===== src/rtl/comb_bist_pkg.sv =====
// Shared definitions for the combinational BIST engine: FSM states,
// LFSR tap masks, MISR polynomials and the counter-width legality rule.
package comb_bist_pkg;

   typedef enum logic [1:0] {
      ST_IDLE,
      ST_RUN,
      ST_DONE
   } bist_state_e;

   // Maximal-length tap masks for a left-shifting Fibonacci LFSR; bit i set
   // means state bit i feeds the XOR that enters at bit 0.
   function automatic logic [15:0] lfsr_taps(input int n);
      logic [15:0] taps;
      case (n)
         3:       taps = 16'h0006;
         4:       taps = 16'h000C;
         5:       taps = 16'h0014;
         6:       taps = 16'h0030;
         7:       taps = 16'h0060;
         8:       taps = 16'h00B8;
         9:       taps = 16'h0110;
         10:      taps = 16'h0240;
         11:      taps = 16'h0500;
         12:      taps = 16'h0829;
         13:      taps = 16'h100D;
         14:      taps = 16'h2015;
         15:      taps = 16'h6000;
         16:      taps = 16'hD008;
         default: taps = 16'h0000;
      endcase
      return taps;
   endfunction

   function automatic logic [31:0] misr_poly(input int w);
      logic [31:0] poly;
      case (w)
         8:       poly = 32'h0000_001D;
         16:      poly = 32'h0000_1021;
         32:      poly = 32'h04C1_1DB7;
         default: poly = 32'h0000_0000;
      endcase
      return poly;
   endfunction

   // The counter must hold 2^n_in, the exhaustive pattern total.
   function automatic bit cnt_w_ok(input int cnt_w, input int n_in);
      return cnt_w >= n_in + 1;
   endfunction

endpackage


===== src/rtl/bist_misr.sv =====
// Multiple-input signature register: shifts left with polynomial feedback
// and XORs in the zero-extended response word each enabled cycle.
module bist_misr
   import comb_bist_pkg::*;
#(
   parameter int MISR_W = 16,
   parameter int N_OUT  = 2
) (
   input  logic              clk_i,
   input  logic              rst_i,
   input  logic              clr_i,
   input  logic              en_i,
   input  logic [N_OUT-1:0]  data_i,
   output logic [MISR_W-1:0] sig_o,
   output logic [MISR_W-1:0] sig_next_o
);

   localparam logic [31:0]       POLY_ALL = misr_poly(MISR_W);
   localparam logic [MISR_W-1:0] POLY     = POLY_ALL[MISR_W-1:0];

   logic [MISR_W-1:0] sig_q;
   logic [MISR_W-1:0] dataExt;

   assign dataExt    = MISR_W'(data_i);
   assign sig_next_o = {sig_q[MISR_W-2:0], 1'b0}
                     ^ (sig_q[MISR_W-1] ? POLY : '0)
                     ^ dataExt;
   assign sig_o      = sig_q;

   always_ff @(posedge clk_i) begin
      if (rst_i || clr_i) begin
         sig_q <= '0;
      end else if (en_i) begin
         sig_q <= sig_next_o;
      end
   end

endmodule


===== src/rtl/comb_bist_engine.sv =====
// BIST engine: drives a combinational CUT from an exhaustive counter or an
// LFSR, compacts responses in a MISR and compares against a golden value.
module comb_bist_engine
   import comb_bist_pkg::*;
#(
   parameter int N_IN   = 5,
   parameter int N_OUT  = 2,
   parameter int MISR_W = 16,
   parameter int CNT_W  = 17
) (
   input  logic              clk,
   input  logic              rst,
   input  logic              start,
   input  logic              mode,
   input  logic [CNT_W-1:0]  pat_count,
   input  logic [MISR_W-1:0] golden,
   output logic [N_IN-1:0]   cut_in,
   input  logic [N_OUT-1:0]  cut_out,
   output logic              busy,
   output logic              done,
   output logic [MISR_W-1:0] signature,
   output logic              pass
);

   if (!cnt_w_ok(CNT_W, N_IN)) begin : g_bad_cnt_w
      $error("comb_bist_engine: CNT_W must be at least N_IN+1");
   end

   localparam logic [15:0]      TAPS_ALL    = lfsr_taps(N_IN);
   localparam logic [N_IN-1:0]  TAPS        = TAPS_ALL[N_IN-1:0];
   localparam logic [CNT_W-1:0] EXH_TOTAL   = CNT_W'(1) << N_IN;
   localparam logic [CNT_W-1:0] LFSR_PERIOD = EXH_TOTAL - 1'b1;

   bist_state_e       state_q, state_d;
   logic [CNT_W-1:0]  cnt_q, cnt_d;
   logic [CNT_W-1:0]  total_q, total_d;
   logic              mode_q, mode_d;
   logic [N_IN-1:0]   cut_q, cut_d;
   logic              pass_q, pass_d;
   logic              misrClr, misrEn;
   logic [MISR_W-1:0] sigNext;
   logic [N_IN-1:0]   lfsrNext;

   assign lfsrNext = {cut_q[N_IN-2:0], ^(cut_q & TAPS)};

   // A start from IDLE or DONE reseeds everything; in RUN each edge absorbs
   // the current response and the edge that absorbs the last one latches pass.
   always_comb begin
      state_d = state_q;
      cnt_d   = cnt_q;
      total_d = total_q;
      mode_d  = mode_q;
      cut_d   = cut_q;
      pass_d  = pass_q;
      misrClr = 1'b0;
      misrEn  = 1'b0;
      case (state_q)
         ST_IDLE, ST_DONE: begin
            if (start) begin
               state_d = ST_RUN;
               mode_d  = mode;
               cut_d   = mode ? N_IN'(1) : '0;
               cnt_d   = '0;
               pass_d  = 1'b0;
               misrClr = 1'b1;
               if (!mode) begin
                  total_d = EXH_TOTAL;
               end else if (pat_count == '0) begin
                  total_d = LFSR_PERIOD;
               end else begin
                  total_d = pat_count;
               end
            end
         end
         ST_RUN: begin
            misrEn = 1'b1;
            cut_d  = mode_q ? lfsrNext : cut_q + 1'b1;
            cnt_d  = cnt_q + 1'b1;
            if (cnt_q == total_q - 1'b1) begin
               state_d = ST_DONE;
               pass_d  = (sigNext == golden);
            end
         end
         default: state_d = ST_IDLE;
      endcase
   end

   always_ff @(posedge clk) begin
      if (rst) begin
         state_q <= ST_IDLE;
         cnt_q   <= '0;
         total_q <= '0;
         mode_q  <= 1'b0;
         cut_q   <= '0;
         pass_q  <= 1'b0;
      end else begin
         state_q <= state_d;
         cnt_q   <= cnt_d;
         total_q <= total_d;
         mode_q  <= mode_d;
         cut_q   <= cut_d;
         pass_q  <= pass_d;
      end
   end

   bist_misr #(
      .MISR_W (MISR_W),
      .N_OUT  (N_OUT)
   ) u_misr (
      .clk_i      (clk),
      .rst_i      (rst),
      .clr_i      (misrClr),
      .en_i       (misrEn),
      .data_i     (cut_out),
      .sig_o      (signature),
      .sig_next_o (sigNext)
   );

   assign cut_in = cut_q;
   assign busy   = (state_q == ST_RUN);
   assign done   = (state_q == ST_DONE);
   assign pass   = pass_q;

endmodule


===== config.mk =====
export PLATFORM = sky130hd
export DESIGN_NAME = comb_bist_engine
export DESIGN_NICKNAME = d
export VERILOG_FILES = /design/src/rtl/comb_bist_pkg.sv /design/src/rtl/bist_misr.sv /design/src/rtl/comb_bist_engine.sv
export SDC_FILE = /design/constraint.sdc
export NUM_CORES = 1
export LEC_CHECK = 0
export CELL_PAD_IN_SITES_DETAIL_PLACEMENT = 0
export CELL_PAD_IN_SITES_GLOBAL_PLACEMENT = 1
export CORE_MARGIN = 3
export CORE_UTILIZATION = 41
export DETAILED_ROUTE_END_ITERATION = 10
export GPL_ROUTABILITY_DRIVEN = 1
export GPL_TIMING_DRIVEN = 0
export PLACE_DENSITY_LB_ADDON = 0.1
export SLEW_MARGIN = 10
export SYNTH_ARGS = -nofsm -noshare
export SYNTH_HDL_FRONTEND = slang
export SYNTH_SLANG_ARGS = --single-unit

===== constraint.sdc =====
create_clock -name clk -period 5.3 [get_ports clk]
set_input_delay 1.06 -clock clk [delete_from_list [all_inputs] [get_ports clk]]
set_output_delay 1.06 -clock clk [all_outputs]
set_load 0.02 [all_outputs]

==> After elaboration in Yosys (flattened, before gate mapping) <==
Cells that the tools add are included.
W data, S select, Z words.
{ "word_totals": {"regBits": 59, "in_bits": 39, "output_inout_bits": 24, "wordCells": 46} }
{ "classes": {"addsub": 3, "eq_ne": 6, "muxes": 18, "bitwise": 2, "n_reduce_logical": 10} }
{ "op_table": {"columns": ["operator", "count"], "rows": [
  ["$mux W17", 3],
  ["$pmux W17 S2", 1],
  ["$add A17 B1 Y17 const B", 1],
  ["$eq A17 B17 Y1", 1],
  ["$logic_not A17 Y1", 1],
  ["$sub A17 B1 Y17 const B", 1],
  ["$eq A16 B16 Y1", 1],
  ["$xor A16 B16 Y16", 1],
  ["$xor A16 B2 Y16", 1],
  ["$mux W13", 1],
  ["$mux W5", 2],
  ["$pmux W5 S2", 1],
  ["$mux W1", 6],
  ["$reduce_and A2 Y1", 3],
  ["$add A5 B1 Y5 const B", 1],
  ["$reduce_xor A5 Y1", 1],
  ["$mux W2", 2],
  ["$pmux W2 S2", 1],
  ["$reduce_and A3 Y1", 1],
  ["$eq A2 B1 Y1 const B", 1],
  ["$eq A2 B2 Y1 const B", 1],
  ["$logic_not A2 Y1", 1],
  ["$ne A2 B1 Y1 const B", 1],
  ["$ne A2 B2 Y1 const B", 1],
  ["4 further kinds", 4]
]} }

==> Depth between registers and ports, before layout <==
Gate-level depths: netlist of run 1.
{ "logic_depth": {"word_depth": 6, "depth_mapped": 8, "mapped_depth_nobuf": 8} }

==> By module <==
From an unflattened synthesis of run 1, not the netlist that was laid out.
{ "hier_totals": {"hier_cells": 428, "area_unflattened_um2": 3442.1} }
{ "modules_own_cells": {"columns": ["module", "n_inst", "cells_each", "area_per_inst_um2", "seq_area_each_um2"], "rows": [
  ["comb_bist_engine", 1, 355, 2730.1, 860.8],
  ["bist_misr", 1, 73, 711.9, 320.3]
]} }

==> Least setup slack after synthesis of run 1 <==
No wires, ideal clock.
{ "synth_path": {"path_type": "reg2out", "startpoint": "register state_q[1]", "endpoint": "output port busy", "t_arrival_ns": 1.300, "required_ns": 4.240, "slack_ns": 2.940, "stages_incl_launch_ff": 6, "path_buffers": 3, "cell_sequence": "dfxtp_1 nand2b_1 clkbuf_1 inv_2 clkbuf_1 clkbuf_1"} }
{ "synth_via": {"elab_chain_len": 1} }
{ "synth_lines": {"columns": ["element", "line", "rtl"], "rows": [
  ["start, declared", "comb_bist_engine.sv:34", "bist_state_e state_q, state_d;"],
  ["start signal, assigned", "comb_bist_engine.sv:97", "state_q <= state_d;"],
  ["$eq A2 B1 Y1", "comb_bist_engine.sv:120", "assign busy = (state_q == ST_RUN);"],
  ["end, declared", "comb_bist_engine.sv:19", "output logic busy,"]
]} }
Every way passes these cells.

==> Worst setup path in the final report of run 1 <==
{ "layout_path": {"startpoint": "register state_q[0]", "endpoint": "output port busy"} }
The elaborated chain is that of the path after synthesis.

==> impl_metrics.toml, run 1 <==
[setup_path]
slowest_delay_ns = 0.70
crit_type = "reg -> out"
required_ns = 4.24
cpLargestDelayFamily = "buffers and inverters"
cp-start-kind = "flip-flop"
worst-path-buf-inv = 5
end_kind = "output port"
arrival_ns = 2.67
crit_chain = "nand2b_1 > clkbuf_1 > inv_2 > clkbuf_1 > clkbuf_1 > clkdlybuf4s50_1"
crit_top_cell = "clkbuf_1"
critical-path-slowest-cell = "clkdlybuf4s50_1"
critPathMaxFanout = 10

[placed_design]
portBuffers = 62
post-place-cells = 562
gp_congestion = 0.800
place_hpwl_um = 6410

[sta]
maxSlewHeadroom = 0.530
finalSetupViolations = 0
final.setup.tns_ns = 0
max_freq_mhz = 268
skew_ns = 0.00882
period_share = 0.704
hold_viol_final = 0
post-route-min-period_ns = 3.73
slew_viol_final = 0
rsz0062_at_grt = "false"
tightest_slew_ns = 0.700

[route]
drc = 0
drtIter0Drc = 114
ant_nets = 0
firstDrtPassIters = 4
routed_wl_um = 8630
wl_per_cell_um = 15.0
num_vias = 3060
routed_via_density = 5.30

[global_routing]
grt_pass1_wl_um = 14000
grt_usage = 0.199
overflow = 0
grt_start_max_net_pins = 11
antenna_found_initial = 0
grt_pass1_vias = 2871

[synth]
avgSynthCellArea_um2 = 8.17
synth_edf_count = 0
synth_top_area_cell = "dfxtp_1"
synthCells = 401
synthMostInstantiatedCell = "dfxtp_1"
ys_seq_area_frac = 0.360
yosys-top-cells-area = "dfxtp_1 (36%), xnor2_1 (7.2%), nand2_1 (5.8%)"
synthFlopType = "dfxtp_1"
synth_fp_nets = 443
synth.ff_latch_count = 59
synth_top_area_share = 0.360
yosysWarnings = 0
synthArstFlopShare = 0
syn_area_um2 = 3280
yosys-top-cells-count = "dfxtp_1 (59), nand2_1 (51), nor2_1 (39)"
ys_types = 58

[cts]
post-cts-setup-buffers = 0
post_cts_resized = 0
clock_path_buffers = 2
h-tree-depth = 3
clk_latency_ns = 0.34
holdBufCountCts = 0
cts_made_buffers = 9
cts_tree = "done"
cts_sinks = 59
cts_root_buffer = "clkbuf_8"
clk_pin_slew_ns = 0.06

[layout]
multi_input_area_um2 = 1900
instances_no_fill = 577
area_growth_pct = 27.6
nNetsFinal = 516
final-seq-area_um2 = 1180
diodes = 0
final_core_util = 0.559
fillers = 705
drive_gt1_frac = 0.0711

[power]
p_sw_mw = 0.280
sw_frac_of_total = 0.281
clkPwrFrac = 0.349
vdd_drop_max_mv = 0.121
p_int_mw = 0.718
p_leak_nw = 1.50
power_frac_comb = 0.181
power_density_nw_per_um2 = 239
pwr-share-seq = 0.470

[run_status]
outcome = "completed"

[floorplanning]
dieArea_um2 = 9100
dieWidth_um = 95.4
rows = 31
die_h_um = 95.4
ios = 63
start_util = 0.438
fp.coreArea_um2 = 7490

[run]
cap_violations = 0

[hold_path]
min_path_type = "reg -> reg"
metrics by stage:
stage / power, mW / instance area [um^2] / setup slack [ns] / hold WS (ns)
2_1_floorplan: 0.588 / 3280 / 2.94 / 0.469
3_3_place_gp: 0.657 / 4020 / 1.90 / 0.452
3_5_place_dp: 0.659 / 4020 / 1.89 / 0.457
4_1_cts: 1.01 / 4180 / 1.51 / 0.470
5_1_grt: 1.05 / 4180 / 1.42 / 0.515
6_report: 0.998 / 4180 / 1.57 / 0.470
power groups by stage:
stage	clock [mW]	combinational [mW]	sequential, mW
final	0.349	0.181	0.469
after global routing	0.381	0.199	0.470
after CTS	0.363	0.181	0.469
after detailed placement	0	0.180	0.479
after global placement	0	0.179	0.478
after floorplan	0	0.111	0.477
layout by cell type, fill, tap and decap left out, drive strengths merged, types with 6 or more instances in the layout:
cell and count:
mux2 7, clkdlybuf4s50 62, a21oi 24, a211oi 6
buf 14, dfxtp 59, nor3 13, xor2 16
a22o 12, nand2b 7, xnor2 27, o21ai 12
nand2 51, nor4 8, clkbuf 33, nand4 12
nand3 12, nor2 39
layout make-up:
cell class,instances,share of cell area
multi-input combinational,303,0.455
timing repair buffer,62,0.148
inverter,4,0.00359
sequential,59,0.282
clock buffer,12,0.0347
clock inverter,3,0.00359
tap,99,0.0296
buffer,35,0.0425
logic make-up (layout without fill, tap and decap cells):
family,after synthesis,after routing,synth area share
flops,59,59,0.360
buf+inv,39,116,0.0588
simple gates,168,168,0.257
mux,11,11,0.0363
compound gates,78,78,0.161
xor+xnor,43,43,0.115
fa+ha+maj,3,3,0.0115
path summary, 6_finish.rpt:
kind         cells after the start                end  slack, ns               startpoint
max                              6               busy       1.57  state_q[0]$_SDFFE_PP0P_
min                              2  pass$_SDFFE_PP0P_       0.47        pass$_SDFFE_PP0P_
max reg2reg                      8  pass$_SDFFE_PP0P_       2.89  total_q[0]$_SDFFE_PP0P_
min reg2reg                      2  pass$_SDFFE_PP0P_       0.47        pass$_SDFFE_PP0P_
state kept, by name, summed over array words and instances, names as in the netlist:
name and count:
total_q 17, state_q 2, cnt_q 17, cut_in 5, pass 1, u_misr.sig_o 16
mode_q 1
tightest hold or removal path: stages (launching register included):
cell and delay, ns:
dfxtp_1 0.31, nand2_1 0.05, mux2i_1 0.05
per-layer routing:
layer	GRT usage	vias to the layer above	wire [um]
met3	0.0592	9	399
li1	-	1562	-
met4	0.0581	0	80
met2	0.327	68	4070
met5	0	-	0
met1	0.253	1421	4090
No activity file was read; power rests on OpenSTA's default activity.
==> run 2: changes to the inputs <==
--- a/config.mk
+++ b/config.mk
@@ -8,7 +8,7 @@
 export CELL_PAD_IN_SITES_DETAIL_PLACEMENT = 0
 export CELL_PAD_IN_SITES_GLOBAL_PLACEMENT = 1
 export CORE_MARGIN = 3
-export CORE_UTILIZATION = 41
+export CORE_UTILIZATION = 38
 export DETAILED_ROUTE_END_ITERATION = 10
 export GPL_ROUTABILITY_DRIVEN = 1
 export GPL_TIMING_DRIVEN = 0
==> constraint.sdc (replaced) <==
create_clock -name clk -period 3.9 [get_ports clk]
set_input_delay 0.78 -clock clk [delete_from_list [all_inputs] [get_ports clk]]
set_output_delay 0.78 -clock clk [all_outputs]
set_load 0.02 [all_outputs]
==> impl_metrics.toml, run 2 (synthesized netlist as in run 1, its figures left out) <==
[setup_path]
slowest_delay_ns = 0.70
crit_type = "reg -> out"
required_ns = 3.12
critPathMaxFanout = 10
crit_chain = "nand2b_1 > clkbuf_1 > inv_2 > clkbuf_1 > clkbuf_1 > clkdlybuf4s50_1"
end_kind = "output port"
cp-start-kind = "flip-flop"
critical-path-slowest-cell = "clkdlybuf4s50_1"
arrival_ns = 2.64
crit_top_cell = "clkbuf_1"

[sta]
slew_viol_final = 0
tightest_slew_ns = 0.773
period_share = 0.877
finalSetupViolations = 0
final.setup.tns_ns = 0
maxSlewHeadroom = 0.481
layout_setup_ws_ns = 0.481
skew_ns = 0.00654
hold_viol_final = 0
rsz0062_at_grt = "false"
post-route-min-period_ns = 3.42
max_freq_mhz = 292

[placed_design]
dp_slack_ns = 0.795
place_hpwl_um = 6710
portBuffers = 62
gp_congestion = 0.868

[power]
pwr-share-seq = 0.442
vdd_drop_max_mv = 0.182
p_leak_nw = 1.51
clkPwrFrac = 0.387
p_int_mw = 1.06
sw_frac_of_total = 0.264
power_frac_comb = 0.171
p_sw_mw = 0.381
power_density_nw_per_um2 = 341

[layout]
drive_gt1_frac = 0.0711
layout_common_cells = "clkdlybuf4s50_1 (62), dfxtp_1 (59), nand2_1 (51), nor2_1 (39), xnor2_1 (27)"
final_common_cell = "clkdlybuf4s50_1"
final_core_util = 0.509
nNetsFinal = 516
area_growth_pct = 28.9
fillers = 814
diodes = 0

[cts]
clock_path_buffers = 2
clk_latency_ns = 0.34
holdBufCountCts = 0
post_cts_resized = 0
cts_tree = "done"
cts_root_buffer = "clkbuf_8"
post-cts-setup-buffers = 0
cts_made_buffers = 9
cts_sinks = 59
h-tree-depth = 3
clk_pin_slew_ns = 0.07

[route]
ant_nets = 0
drc = 0
num_vias = 3056
firstDrtPassIters = 4
routed_wl_um = 8910
drtIter0Drc = 121
wl_per_cell_um = 15.3
routed_via_density = 5.24

[global_routing]
grt_start_max_net_pins = 11
overflow = 0
grt_pass1_vias = 2949
antenna_found_initial = 0
grt_usage = 0.186
grt_pass1_wl_um = 14600

[floorplanning]
fp.coreArea_um2 = 8300
dieArea_um2 = 9770
ios = 63
die_h_um = 98.9
rows = 33
dieWidth_um = 98.9
start_util = 0.395

[run_status]
outcome = "completed"

[hold_path]
min_path_type = "reg -> reg"

[run]
cap_violations = 0
-- run 2: cell count changes in the layout (fill, tap and decap cells not counted), sizes merged --
| cell | change |
|---|---|
| bufinv | +1 |
| clkbuf | +1 |
| clkinv | -2 |
-- run 2: worst paths after layout --
path                            from                end  slack, ns  cells after the start
max          state_q[1]$_SDFFE_PP0P_               busy       0.48                      6
min                pass$_SDFFE_PP0P_  pass$_SDFFE_PP0P_       0.48                      2
max reg2reg  total_q[0]$_SDFFE_PP0P_  pass$_SDFFE_PP0P_       1.46                      8
min reg2reg        pass$_SDFFE_PP0P_  pass$_SDFFE_PP0P_       0.48                      2
-- run 2: per-layer routing --
metal	part of all wire	track usage
met1	0.49	0.250
met5	0	0
met3	0.028	0.0361
met4	0.013	0.0672
met2	0.47	0.296
-- run 2: area by class of cell --
| type | instances | area (um^2) | share of cell area |
|---|---|---|---|
| multi-input combinational | 303 | 1900 | 0.451 |
| sequential | 59 | 1180 | 0.280 |
| timing repair buffer | 62 | 621 | 0.147 |
| buffer | 35 | 178 | 0.0421 |
| clock buffer | 13 | 159 | 0.0376 |
| tap | 105 | 131 | 0.0311 |
| clock inverter | 2 | 35.0 | 0.00830 |
| inverter | 4 | 15.0 | 0.00356 |
-- run 2: through the flow --
step	instances	area, um^2	hold slack, ns	power, mW
after floorplan	401	3280	0.469	0.799
after global placement	568	4030	0.469	0.894
after detailed placement	568	4030	0.474	0.897
after CTS	583	4220	0.489	1.46
after global routing	583	4220	0.503	1.51
final	583	4220	0.480	1.44
-- run 2: worst max-delay path: cells and delay by family (launching register included) --
| kind | cells | cell delay, ns |
|---|---|---|
| AND/OR/NAND/NOR | 1 | 0.13 |
| buffers and inverters | 5 | 1.87 |
| flip-flops | 1 | 0.31 |
-- run 2: power groups by stage --
stage          logic [mW]  clock network [mW]  registers [mW]
2_1_floorplan       0.152                   0           0.648
3_3_place_gp        0.243                   0           0.650
3_5_place_dp        0.247                   0           0.650
4_1_cts             0.248               0.575           0.637
5_1_grt             0.272               0.602           0.639
6_report            0.246               0.558           0.637
==> run 3: changes to the inputs <==
==> constraint.sdc (replaced) <==
create_clock -name clk -period 3.2 [get_ports clk]
set_input_delay 0.64 -clock clk [delete_from_list [all_inputs] [get_ports clk]]
set_output_delay 0.64 -clock clk [all_outputs]
set_load 0.02 [all_outputs]
==> impl_metrics.toml, run 3 (synthesized netlist as in run 1, its figures left out) <==
[power]
vdd_drop_max_mv = 0.222
pwr-share-seq = 0.442
power_frac_comb = 0.171
clkPwrFrac = 0.387
power_density_nw_per_um2 = 416
p_int_mw = 1.29
p_total_mw = 1.76
sw_frac_of_total = 0.264
p_leak_nw = 1.51
p_sw_mw = 0.464

[cts]
clk_latency_ns = 0.34
cts_sinks = 59
clk_pin_slew_ns = 0.07
cts_root_buffer = "clkbuf_8"
clock_path_buffers = 2
cts_tree = "done"
cts_made_buffers = 9
post-cts-setup-buffers = 0
holdBufCountCts = 0
h-tree-depth = 3

[layout]
layout_common_cells = "clkdlybuf4s50_1 (62), dfxtp_1 (59), nand2_1 (51), nor2_1 (39), xnor2_1 (27)"
area_growth_pct = 28.8
drive_gt1_frac = 0.0734
final_common_cell = "clkdlybuf4s50_1"
diodes = 0
instances_no_fill = 582
multi_input_area_um2 = 1900
fillers = 814
nNetsFinal = 515
design_area_um2 = 4220
final-seq-area_um2 = 1180
final_core_util = 0.509

[placed_design]
portBuffers = 62
gp_congestion = 0.868
post-place-cells = 568
dp_slack_ns = 0.235
post_dp_cell_area_um2 = 4030
place_hpwl_um = 6710

[setup_path]
critPathMaxFanout = 11
crit_type = "reg -> out"
arrival_ns = 2.18
required_ns = 2.56
cp-start-kind = "flip-flop"
end_kind = "output port"

[floorplanning]
dieArea_um2 = 9770
dieWidth_um = 98.9
start_util = 0.395
die_h_um = 98.9
rows = 33
fp.coreArea_um2 = 8300
ios = 63

[sta]
layout_setup_ws_ns = 0.380
post-route-min-period_ns = 2.82
skew_ns = 0.00726
hold_viol_final = 0
max_freq_mhz = 355
final.setup.tns_ns = 0
maxSlewHeadroom = 0.477
slew_viol_final = 0
tightest_slew_ns = 0.778
rsz0062_at_grt = "false"
hold_slack_ns = 0.479
period_share = 0.881
finalSetupViolations = 0

[route]
wl_per_cell_um = 15.3
firstDrtPassIters = 4
num_vias = 3072
drc = 0
drtIter0Drc = 140
ant_nets = 0
routed_via_density = 5.28
routed_wl_um = 8900

[hold_path]
min_path_type = "reg -> reg"

[run]
cap_violations = 0

[run_status]
outcome = "completed"

[global_routing]
antenna_found_initial = 0
grt_pass1_wl_um = 14600
grt_pass1_vias = 2949
grt_usage = 0.186
grt_start_max_net_pins = 11
overflow = 0
[run 3: what timing repair did]
item / 4_1_cts / 5_1_grt
gates resized for setup: 1 / 0
pin swaps: 0 / 0
setup endpoints to repair: 1 / 1
[run 3: critical path, stage by stage, from the launching register on]
cell and delay [ns]:
dfxtp_1 0.37, nand2b_1 0.07, clkbuf_1 0.22, inv_2 0.24, clkbuf_2 0.28, clkdlybuf4s50_1 0.65
[run 3: layout make-up]
type | instances | area share
multi-input combinational | 303 | 0.451
sequential | 59 | 0.280
timing repair buffer | 62 | 0.147
buffer | 34 | 0.0415
clock buffer | 13 | 0.0377
tap | 105 | 0.0311
clock inverter | 2 | 0.00830
inverter | 4 | 0.00356
[run 3: routing by layer]
metal  GRT usage  part of all wire  vias to the layer above
met5           0                 0                        -
met4      0.0672             0.014                        0
met3      0.0361             0.040                       12
met2       0.296              0.47                       76
met1       0.250              0.47                     1423
li1            -                 -                     1561
[run 3: final timing paths]
kind | slack (ns) | cells after the start | end | from
worst min-delay path | 0.48 | 2 | pass$_SDFFE_PP0P_ | pass$_SDFFE_PP0P_
worst max-delay path | 0.38 | 5 | busy | state_q[0]$_SDFFE_PP0P_
worst max register to register | 0.71 | 8 | pass$_SDFFE_PP0P_ | total_q[0]$_SDFFE_PP0P_
worst min register to register | 0.48 | 2 | pass$_SDFFE_PP0P_ | pass$_SDFFE_PP0P_
[run 3: power groups by stage]
stage                     sequential [mW]  combinational (mW)  clock [mW]
after floorplan                     0.789               0.185           0
after global placement              0.792               0.297           0
after detailed placement            0.792               0.301           0
after CTS                           0.776               0.302       0.701
after global routing                0.779               0.331       0.733
final                               0.776               0.301       0.680
